==> src/rtl/encoder_32to5_seq_pkg.sv <==
// Shared constants and FSM state type for the sequential 32-to-5 encoder.
// Latency: n/a (declarations only).
// Backpressure: n/a.
package enc_pkg;

    localparam int N_IN  = 32;
    localparam int W_OUT = 5;
    localparam int W_CNT = 6;

    typedef enum logic [1:0] {
        IDLE = 2'd0,
        EMIT = 2'd1,
        DONE = 2'd2
    } state_t;

endpackage

==> src/rtl/encoder_32to5_seq_prio_enc.sv <==
// Combinational priority encoder: index of the lowest (or highest) set request bit.
// Latency: zero cycles, purely combinational.
// Backpressure: none; any=0 flags an all-zero request, in which case idx is 0.
module prio_enc_32to5
    import enc_pkg::*;
#(
    parameter bit PRIORITY_LSB = 1'b1
) (
    input  logic [N_IN-1:0]  req,
    output logic [W_OUT-1:0] idx,
    output logic             any
);

    // Scan so that the winning bit is the last one written.
    always_comb begin
        idx = '0;
        any = 1'b0;
        if (PRIORITY_LSB) begin
            for (int i = N_IN - 1; i >= 0; i--) begin
                if (req[i]) begin
                    idx = W_OUT'(i);
                    any = 1'b1;
                end
            end
        end else begin
            for (int i = 0; i < N_IN; i++) begin
                if (req[i]) begin
                    idx = W_OUT'(i);
                    any = 1'b1;
                end
            end
        end
    end

endmodule

==> src/rtl/encoder_32to5_seq.sv <==
// Serialises a multi-hot request vector into one 5-bit index per handshake, then pulses Done with the code count.
// Latency: first code one cycle after Load; one code per cycle with Ready high; Done one cycle after the last transfer.
// Backpressure: A/Valid hold while Valid && !Ready; Enable=0 freezes every register.
module encoder_32to5_seq
    import enc_pkg::*;
#(
    parameter bit PRIORITY_LSB = 1'b1
) (
    input  logic             Clk,
    input  logic             Reset,
    input  logic             Enable,
    input  logic [N_IN-1:0]  D,
    input  logic             Load,
    input  logic             Ready,
    output logic [W_OUT-1:0] A,
    output logic             Valid,
    output logic             Busy,
    output logic             Done,
    output logic [W_CNT-1:0] Count
);

    state_t            state;
    state_t            state_nxt;
    logic [N_IN-1:0]   p;
    logic [N_IN-1:0]   p_nxt;
    logic [W_CNT-1:0]  count_nxt;
    logic [N_IN-1:0]   cur_bit;
    logic [W_OUT-1:0]  a_nxt;
    logic              any_nxt;

    // One-hot mask of the code currently presented on A.
    assign cur_bit = {{(N_IN-1){1'b0}}, 1'b1} << A;

    // Next-state, next pending set and next count; a single encoder then looks at the next pending set.
    always_comb begin
        state_nxt = state;
        p_nxt     = p;
        count_nxt = Count;
        case (state)
            IDLE: begin
                if (Load) begin
                    p_nxt     = D;
                    count_nxt = '0;
                    state_nxt = (D != '0) ? EMIT : DONE;
                end
            end
            EMIT: begin
                if (Valid && Ready) begin
                    p_nxt     = p & ~cur_bit;
                    count_nxt = Count + W_CNT'(1);
                    if (p_nxt == '0) begin
                        state_nxt = DONE;
                    end
                end
            end
            DONE: begin
                state_nxt = IDLE;
            end
            default: begin
                state_nxt = IDLE;
            end
        endcase
    end

    prio_enc_32to5 #(
        .PRIORITY_LSB (PRIORITY_LSB)
    ) u_prio_enc (
        .req (p_nxt),
        .idx (a_nxt),
        .any (any_nxt)
    );

    // State register; a stall simply holds the current state, including DONE.
    always_ff @(posedge Clk) begin
        if (Reset) begin
            state <= IDLE;
        end else if (Enable) begin
            state <= state_nxt;
        end
    end

    // Datapath registers. A only moves when there is a new code to show, so it is stable through stalls.
    always_ff @(posedge Clk) begin
        if (Reset) begin
            p     <= '0;
            A     <= '0;
            Valid <= 1'b0;
            Count <= '0;
        end else if (Enable) begin
            p     <= p_nxt;
            Count <= count_nxt;
            Valid <= (state_nxt == EMIT);
            if (any_nxt) begin
                A <= a_nxt;
            end
        end
    end

    assign Busy = (state == EMIT) || (state == DONE);
    assign Done = (state == DONE);

endmodule

==> config.mk <==
export PLATFORM = sky130hd
export DESIGN_NAME = encoder_32to5_seq
export DESIGN_NICKNAME = d
export VERILOG_FILES = /design/src/rtl/encoder_32to5_seq_pkg.sv /design/src/rtl/encoder_32to5_seq_prio_enc.sv /design/src/rtl/encoder_32to5_seq.sv
export SDC_FILE = /design/constraint.sdc
export NUM_CORES = 1
export LEC_CHECK = 0
export CAP_MARGIN = 20
export CORE_MARGIN = 5
export CORE_UTILIZATION = 56
export CTS_BUF_LIST = sky130_fd_sc_hd__clkbuf_16
export DETAILED_ROUTE_END_ITERATION = 6
export GPL_TIMING_DRIVEN = 0
export PLACE_DENSITY = 0.8
export SKIP_LAST_GASP = 1
export SYNTH_ARGS = -nofsm -noshare
export SYNTH_HDL_FRONTEND = slang
export SYNTH_SLANG_ARGS = --single-unit
==> constraint.sdc <==
create_clock -name Clk -period 3.2 [get_ports Clk]
set_input_delay 0.8 -clock Clk [delete_from_list [all_inputs] [get_ports Clk]]
set_output_delay 0.8 -clock Clk [all_outputs]
set_load 0.05 [all_outputs]
After elaboration in Yosys (flattened, before gate mapping) --
Cells that the tools add are included.
Operators by class: add/subtract/negate cells 1, multipliers 0, divide/modulo/power cells 0, order comparisons 0, equality and inequality tests 5, shift operators 1, mux-type cells 75, bitwise operators 2, reduce and logical (&&, ||, !) cells 8
Operator list (number):
- 2-to-1 mux 5 bit | 32
- 2-to-1 mux 32 bit | 2
- case mux 32 bit (2 select lines) | 1
- AND 32 bit | 1
- zero test 32 bit | 1
- 2-to-1 mux 1 bit | 32
- inverter 32 bit | 1
- nonzero test 32 bit | 1
- << shifter 1 x 5 -> 32 bit (first input constant) | 1
- 2-to-1 mux 6 bit | 2
- case mux 6 bit (2 select lines) | 1
- 2-to-1 mux 2 bit | 4
- adder 6 x 1 -> 6 bit (second input constant) | 1
- equality test 2 x 1 -> 1 bit (second input constant) | 2
- inequality test 2 bit (second input constant) | 2
- case mux 2 bit (2 select lines) | 1
- AND reduction 4 bit | 1
- equality test 2 bit (second input constant) | 1
- zero test 2 bit | 1
- AND reduction 2 bit | 1
- nonzero test 2 bit | 1
- logical AND 1 bit | 1
- logical OR 1 bit | 1
Word-level totals: bits in registers 46, bits in latches 0, bits in writable memories 0, bits in read-only memories 0, input bits 37, output and inout port bits 14, word-level logic and storage cells 97, memories kept 0

Longest topological paths before layout --
depth in word-level cells 38, depth in mapped cells 14, gate-level depth less buffers 10

Cells and area by module --
From an unflattened synthesis, not the netlist that was laid out.
Second synthesis, totals: cell total of the unflattened synthesis 496, area, all modules 3507.1 um^2
Modules (own cells, without submodules):
- encoder_32to5_seq | instances 1, cells an instance 431, area each 3136.8 um^2, seq. area each 920.9 um^2
- prio_enc_32to5 | instances 1, cells an instance 65, area each 370.4 um^2, seq. area each 0.0 um^2

Worst setup path after synthesis --
No wires, ideal clock.
path type flip-flop to flip-flop, start point register A[4], end point register A[0], setup time 0.101 ns, arrival 2.928 ns, setup slack 0.171 ns, cell stages (with the launch flop) 11, clock period less this slack 3.029 ns, path through dfxtp_1 > buf_4 > or3b_1 > buf_2 > o311a_1 > a221oi_2 > nand4_1 > or3_4 > o41ai_4 > nand3b_1 > o41ai_1
On the way: cells in the longest elaborated chain, start to end 38, elaborated cells between the ends (all ways) 70, those cells by class 1 x shift; 66 x mux; 2 x bitwise; 1 x reduce/logical
Ends and longest elaborated chain:
- start, declared | RTL line encoder_32to5_seq.sv:15 | output logic [W_OUT-1:0] A,
- start signal, assigned | RTL line encoder_32to5_seq.sv:94 | A <= a_nxt;
- << shifter 1 x 5 -> 32 bit * | RTL line encoder_32to5_seq.sv:32 | assign cur_bit = {{(N_IN-1){1'b0}}, 1'b1} << A;
- inverter 32 bit * | RTL line encoder_32to5_seq.sv:49 | p_nxt = p & ~cur_bit;
- AND 32 bit * | RTL line encoder_32to5_seq.sv:49
- 2-to-1 mux 32 bit * | RTL line encoder_32to5_seq.sv:48 | if (Valid && Ready) begin
- case mux 32 bit (2 select lines) * | RTL line encoder_32to5_seq.sv:39 | case (state)
- 2-to-1 mux 1 bit (32 in series) | RTL line encoder_32to5_seq_prio_enc.sv:20 | if (req[i]) begin
- AND reduction 2 bit (no line)
Every way passes the cells marked *; elsewhere a longest branch is shown, timed or not. A chain may end at the register's enable or synchronous reset.

Final worst setup path --
start point register state[0], end point register A[1]
On the way: cells in the longest elaborated chain, start to end 35, elaborated cells between the ends (all ways) 68, those cells by class 1 x eq/ne; 65 x mux; 2 x reduce/logical
Ends and longest elaborated chain:
- start, declared | RTL line encoder_32to5_seq.sv:22 | state_t state;
- start signal, assigned | RTL line encoder_32to5_seq.sv:78 | state <= state_nxt;
- equality test 2 x 1 -> 1 bit / zero test 2 bit (equally long branches) | RTL line encoder_32to5_seq.sv:39
- case mux 32 bit (2 select lines) * | RTL line encoder_32to5_seq.sv:39
- 2-to-1 mux 1 bit (32 in series) | RTL line encoder_32to5_seq_prio_enc.sv:20
- AND reduction 2 bit (no line)
Marked as above.

==> metrics.md <==
| Metric | Value |
|---|---|
| Status | `complete, no violations` |
| Die ar. | `8066 sq um` |
| Metal2 WL | `6431 microns` |
| Fraction of the mapped netlist area in adder cells | `1.403%` |
| Clock network power share | `26.5%` |
| Commonest cells after routing, fill and taps aside | `nor2_1, clkdlybuf4s50_1, dfxtp_1, nand2_1, o21ai_0` |
| Fin crit share | `between 90% and 100%` |
| Via Count | `approximately 4300` |
| Final setup margin | `29.24 ps` |
| Post-DRT Antenna Nets | `0` |
| DR WL met3 | `about 1600 microns` |
| Clock skew after layout | `~2.2 ps` |
| Antenna diodes | `0` |
| Worst EP arrival | `3330 ps` |
| Async S/R FF share, synth | `0%` |
| Reg power frac | `between 30 and 40%` |
| Initial Utilization | `a little under three fifths` |
| Top_reg_cell synth | `dfxtp_1` |
| Tightest Hold Check Type | `reg -> reg` |
| Final WL | `approximately 14000 microns` |
| Top delay family on crit path | `compound AO/OA/AOI/OAI gates` |
| Number of library cell types mapped by synthesis | `70` |
| Slowest CP cell | `o41ai_4` |
| Peak VDD IR | `about 0.27 mV` |
| Clock root cell | `clkbuf_16` |
| Post-Synth XOR/XNOR Area | `under 10%` |
| Setup violators final | `0` |
| All-layer global routing usage | `around 33%` |
| Largest stage delay, worst path | `about 520 ps` |
| Register area share after synthesis | `between 20% and 30%` |
| Design area | `4597 sq um` |
| Area of the core | `about 6300 sq um` |
| Wl on met1 | `approximately 5500 microns` |
| Fin crit period | `about 3200 ps` |
| First-pass GRT wire length | `~22000 microns` |
| Pre-CTS WS | `-1098 ps` |
| RSZ-0062 raised after global routing | `yes` |
| Critical path, cell by cell | `inv_1, ha_1, clkbuf_4, and2_1, clkbuf_4, buf_4, a21oi_1, o22ai_2, nor4_4, nand3_2, o41ai_4, buf_4, o41ai_2` |
| Layout cells sized above 1 | `17.55%` |
| Die extent in y | `89.81 microns` |
| Number of global-route vias before repair | `slightly above 4000` |
| Worst slew pin tran | `approximately 800 ps` |
| Data required, critical path | `roughly 3400 ps` |
| Die W | `approximately 90 microns` |
| Mux contribution to synthesized area | `6.068%` |
| Syn Std Cell Area | `3567 sq um` |
| Sw frac | `about 39%` |
| Yosys warns | `0` |
| Initial antenna violation count | `0` |
| Main combinational cell family by area after synthesis | `compound AO/OA/AOI/OAI gates` |
| WL/cell | `23.11 microns` |
| Max-slew violation count | `0` |
| Syn Nets | `between 500 and 600` |
| Post-synthesis simple-gate area fraction | `between 20% and 30%` |
| DRC | `0` |
| Post-synthesis register bit count | `46` |
| Max Fclk | `315.4 MHz` |
| FILL cells | `slightly above 500` |
| Synth Instances | `around 470` |
| FP Rows | `29` |
| Total gr overflow | `0` |
| Worst-path clk slew | `about 70 ps` |
| Vias per cell | `about 7` |
| DR top layer | `met4` |
| CTS buffer count | `5` |
| Final HPWL from detailed placement | `approximately 10000 microns` |
| EDFF count, synth | `0` |
| Net Switching | `about 760 uW` |
| Sink Count | `46` |
| Leakage | `around 1.7 nW` |
| Worst-path fanout max | `10` |
| Commonest non-fill, non-tap cell in the layout | `nor2_1` |
| Clk Latency, worst-skew pair | `290 ps` |
| Combinational power share | `approximately two fifths` |
| Multi-input logic area | `between 2000 and 3000 sq um` |
| Syn-to-layout area delta | `28.87%` |
| I/O pin cnt | `51` |
| Internal power | `between 1 and 1.5 mW` |
| Buffers on Ports | `48` |
| Pwr Density | `~430 nW/um^2` |
| Kind of critical path | `reg -> reg` |
| Largest net degree at the start of global routing | `15` |
| Final nets | `between 500 and 600` |
| Placer Congestion | `0.9993` |
| Placed Area | `approximately 4100 sq um` |
| Worst Path Buf+Inv | `5` |
| Compound-Gate Fraction of Synth Area | `33.53%` |
| WHS | `between 400 and 500 ps` |
| Crit end category | `register` |
| Startpoint types | `register` |
| DRT Pass-1 Iters | `5` |
| Synthesized area per cell | `roughly 7.7 sq um` |
| Max Cap Violations | `0` |
| 1st-iter DRT viols | `530` |
| CTS tree | `built` |
| H-tree depth | `2` |
| Clk buf depth | `2` |
| Final Hold Fails | `0` |
| Seq. cell area | `approximately 900 sq um` |
| Worst slew margin | `between 40% and 50%` |
## metal layers
layer  up-vias  track usage (%)
met5         -                0
met4         0            13.10
met3        56            8.765
met2       304            53.84
met1      2032            42.22
li1       1930                -
## cells in the mapped netlist, types with 5 or more instances
cell type | instances | area [sq um]
nor4_1 | 10 | 62.56
a221oi_1 | 5 | 43.79
nor3_1 | 16 | 80.08
nand3b_1 | 5 | 37.54
a221o_1 | 7 | 70.07
dfxtp_1 | 46 | 920.9
nand3_1 | 10 | 50.05
mux2i_1 | 7 | 70.07
nor2_1 | 72 | 270.3
nand4_1 | 9 | 56.30
a21oi_1 | 21 | 105.1
o211a_1 | 6 | 60.06
o21ai_0 | 24 | 120.1
buf_2 | 9 | 45.04
mux2_2 | 13 | 146.4
o311a_1 | 9 | 90.09
a211oi_1 | 21 | 157.7
nand2_1 | 31 | 116.4
a31oi_1 | 8 | 50.05
inv_1 | 8 | 30.03
o21a_1 | 6 | 45.04
nand2b_1 | 5 | 31.28
clkbuf_1 | 21 | 78.83
## worst min-delay path: stages (launching register included)
cell and delay (ps):
dfxtp_1 330, nand2_1 60, a21oi_1 60
## timing repair
action                     CTS  global route
hold buffers                 0             0
gates resized for setup     29            34
setup endpoints to repair    5             5
pin swaps                    1            11
setup buffers                0             8
## power by group through the flow
stage | combinational [mW] | clock [mW] | sequential [mW]
final | 0.780 | 0.521 | 0.668
after global routing | 0.827 | 0.548 | 0.671
after CTS | 0.694 | 0.517 | 0.663
after detailed placement | 0.659 | 0 | 0.675
after global placement | 0.652 | 0 | 0.673
after floorplan | 0.422 | 0 | 0.687
## area by class of cell
| type | count | share of cell area, % |
|---|---|---|
| multi-input combinational | 375 | 58.36 |
| tap | 77 | 2.096 |
| sequential | 46 | 20.09 |
| timing repair buffer | 56 | 11.76 |
| clock inverter | 3 | 0.3538 |
| buffer | 36 | 3.892 |
| clock buffer | 5 | 2.722 |
| inverter | 9 | 0.7349 |
## per-stage QoR
| stage | setup TNS [ps] | total power [mW] | utilization [%] | std cells |
|---|---|---|---|---|
| floorplan | 0 | 1.109 | - | 466 |
| global placement | -4922 | 1.325 | 66.02 | 591 |
| detailed placement | -4925 | 1.334 | 66.02 | 591 |
| CTS | -19.58 | 1.874 | 70.10 | 599 |
| global route | -145.8 | 2.047 | 73.23 | 607 |
| finish | 0 | 1.968 | 73.23 | 607 |
## kinds of logic (layout without fill, tap and decap cells)
group | count (synthesis) | count (layout)
adders and majority gates | 4 | 4
AOI/OAI and AO/OA | 156 | 156
buffers and inverters | 45 | 109
muxes | 20 | 20
xor gates and xnor gates | 5 | 5
DFF | 46 | 46
and+or+nand+nor | 190 | 190
## path summary, 6_finish.rpt
| kind | from | to | slack [ps] | depth (start not counted) |
|---|---|---|---|---|
| setup / recovery | state[0]$_SDFFE_PP0P_ | A[1]$_SDFFE_PP0P_ | 30 | 13 |
| hold / removal | Count[1]$_SDFFE_PP0P_ | Count[1]$_SDFFE_PP0P_ | 500 | 2 |
| setup reg to reg | state[0]$_SDFFE_PP0P_ | A[1]$_SDFFE_PP0P_ | 30 | 13 |
| hold reg to reg | Count[1]$_SDFFE_PP0P_ | Count[1]$_SDFFE_PP0P_ | 500 | 2 |
## sequential cells by signal, indices dropped and copies added (netlist names)
name   flops
Count      6
p         32
Valid      1
state      2
A          5
Note: power is estimated with default switching activity, not from simulation.
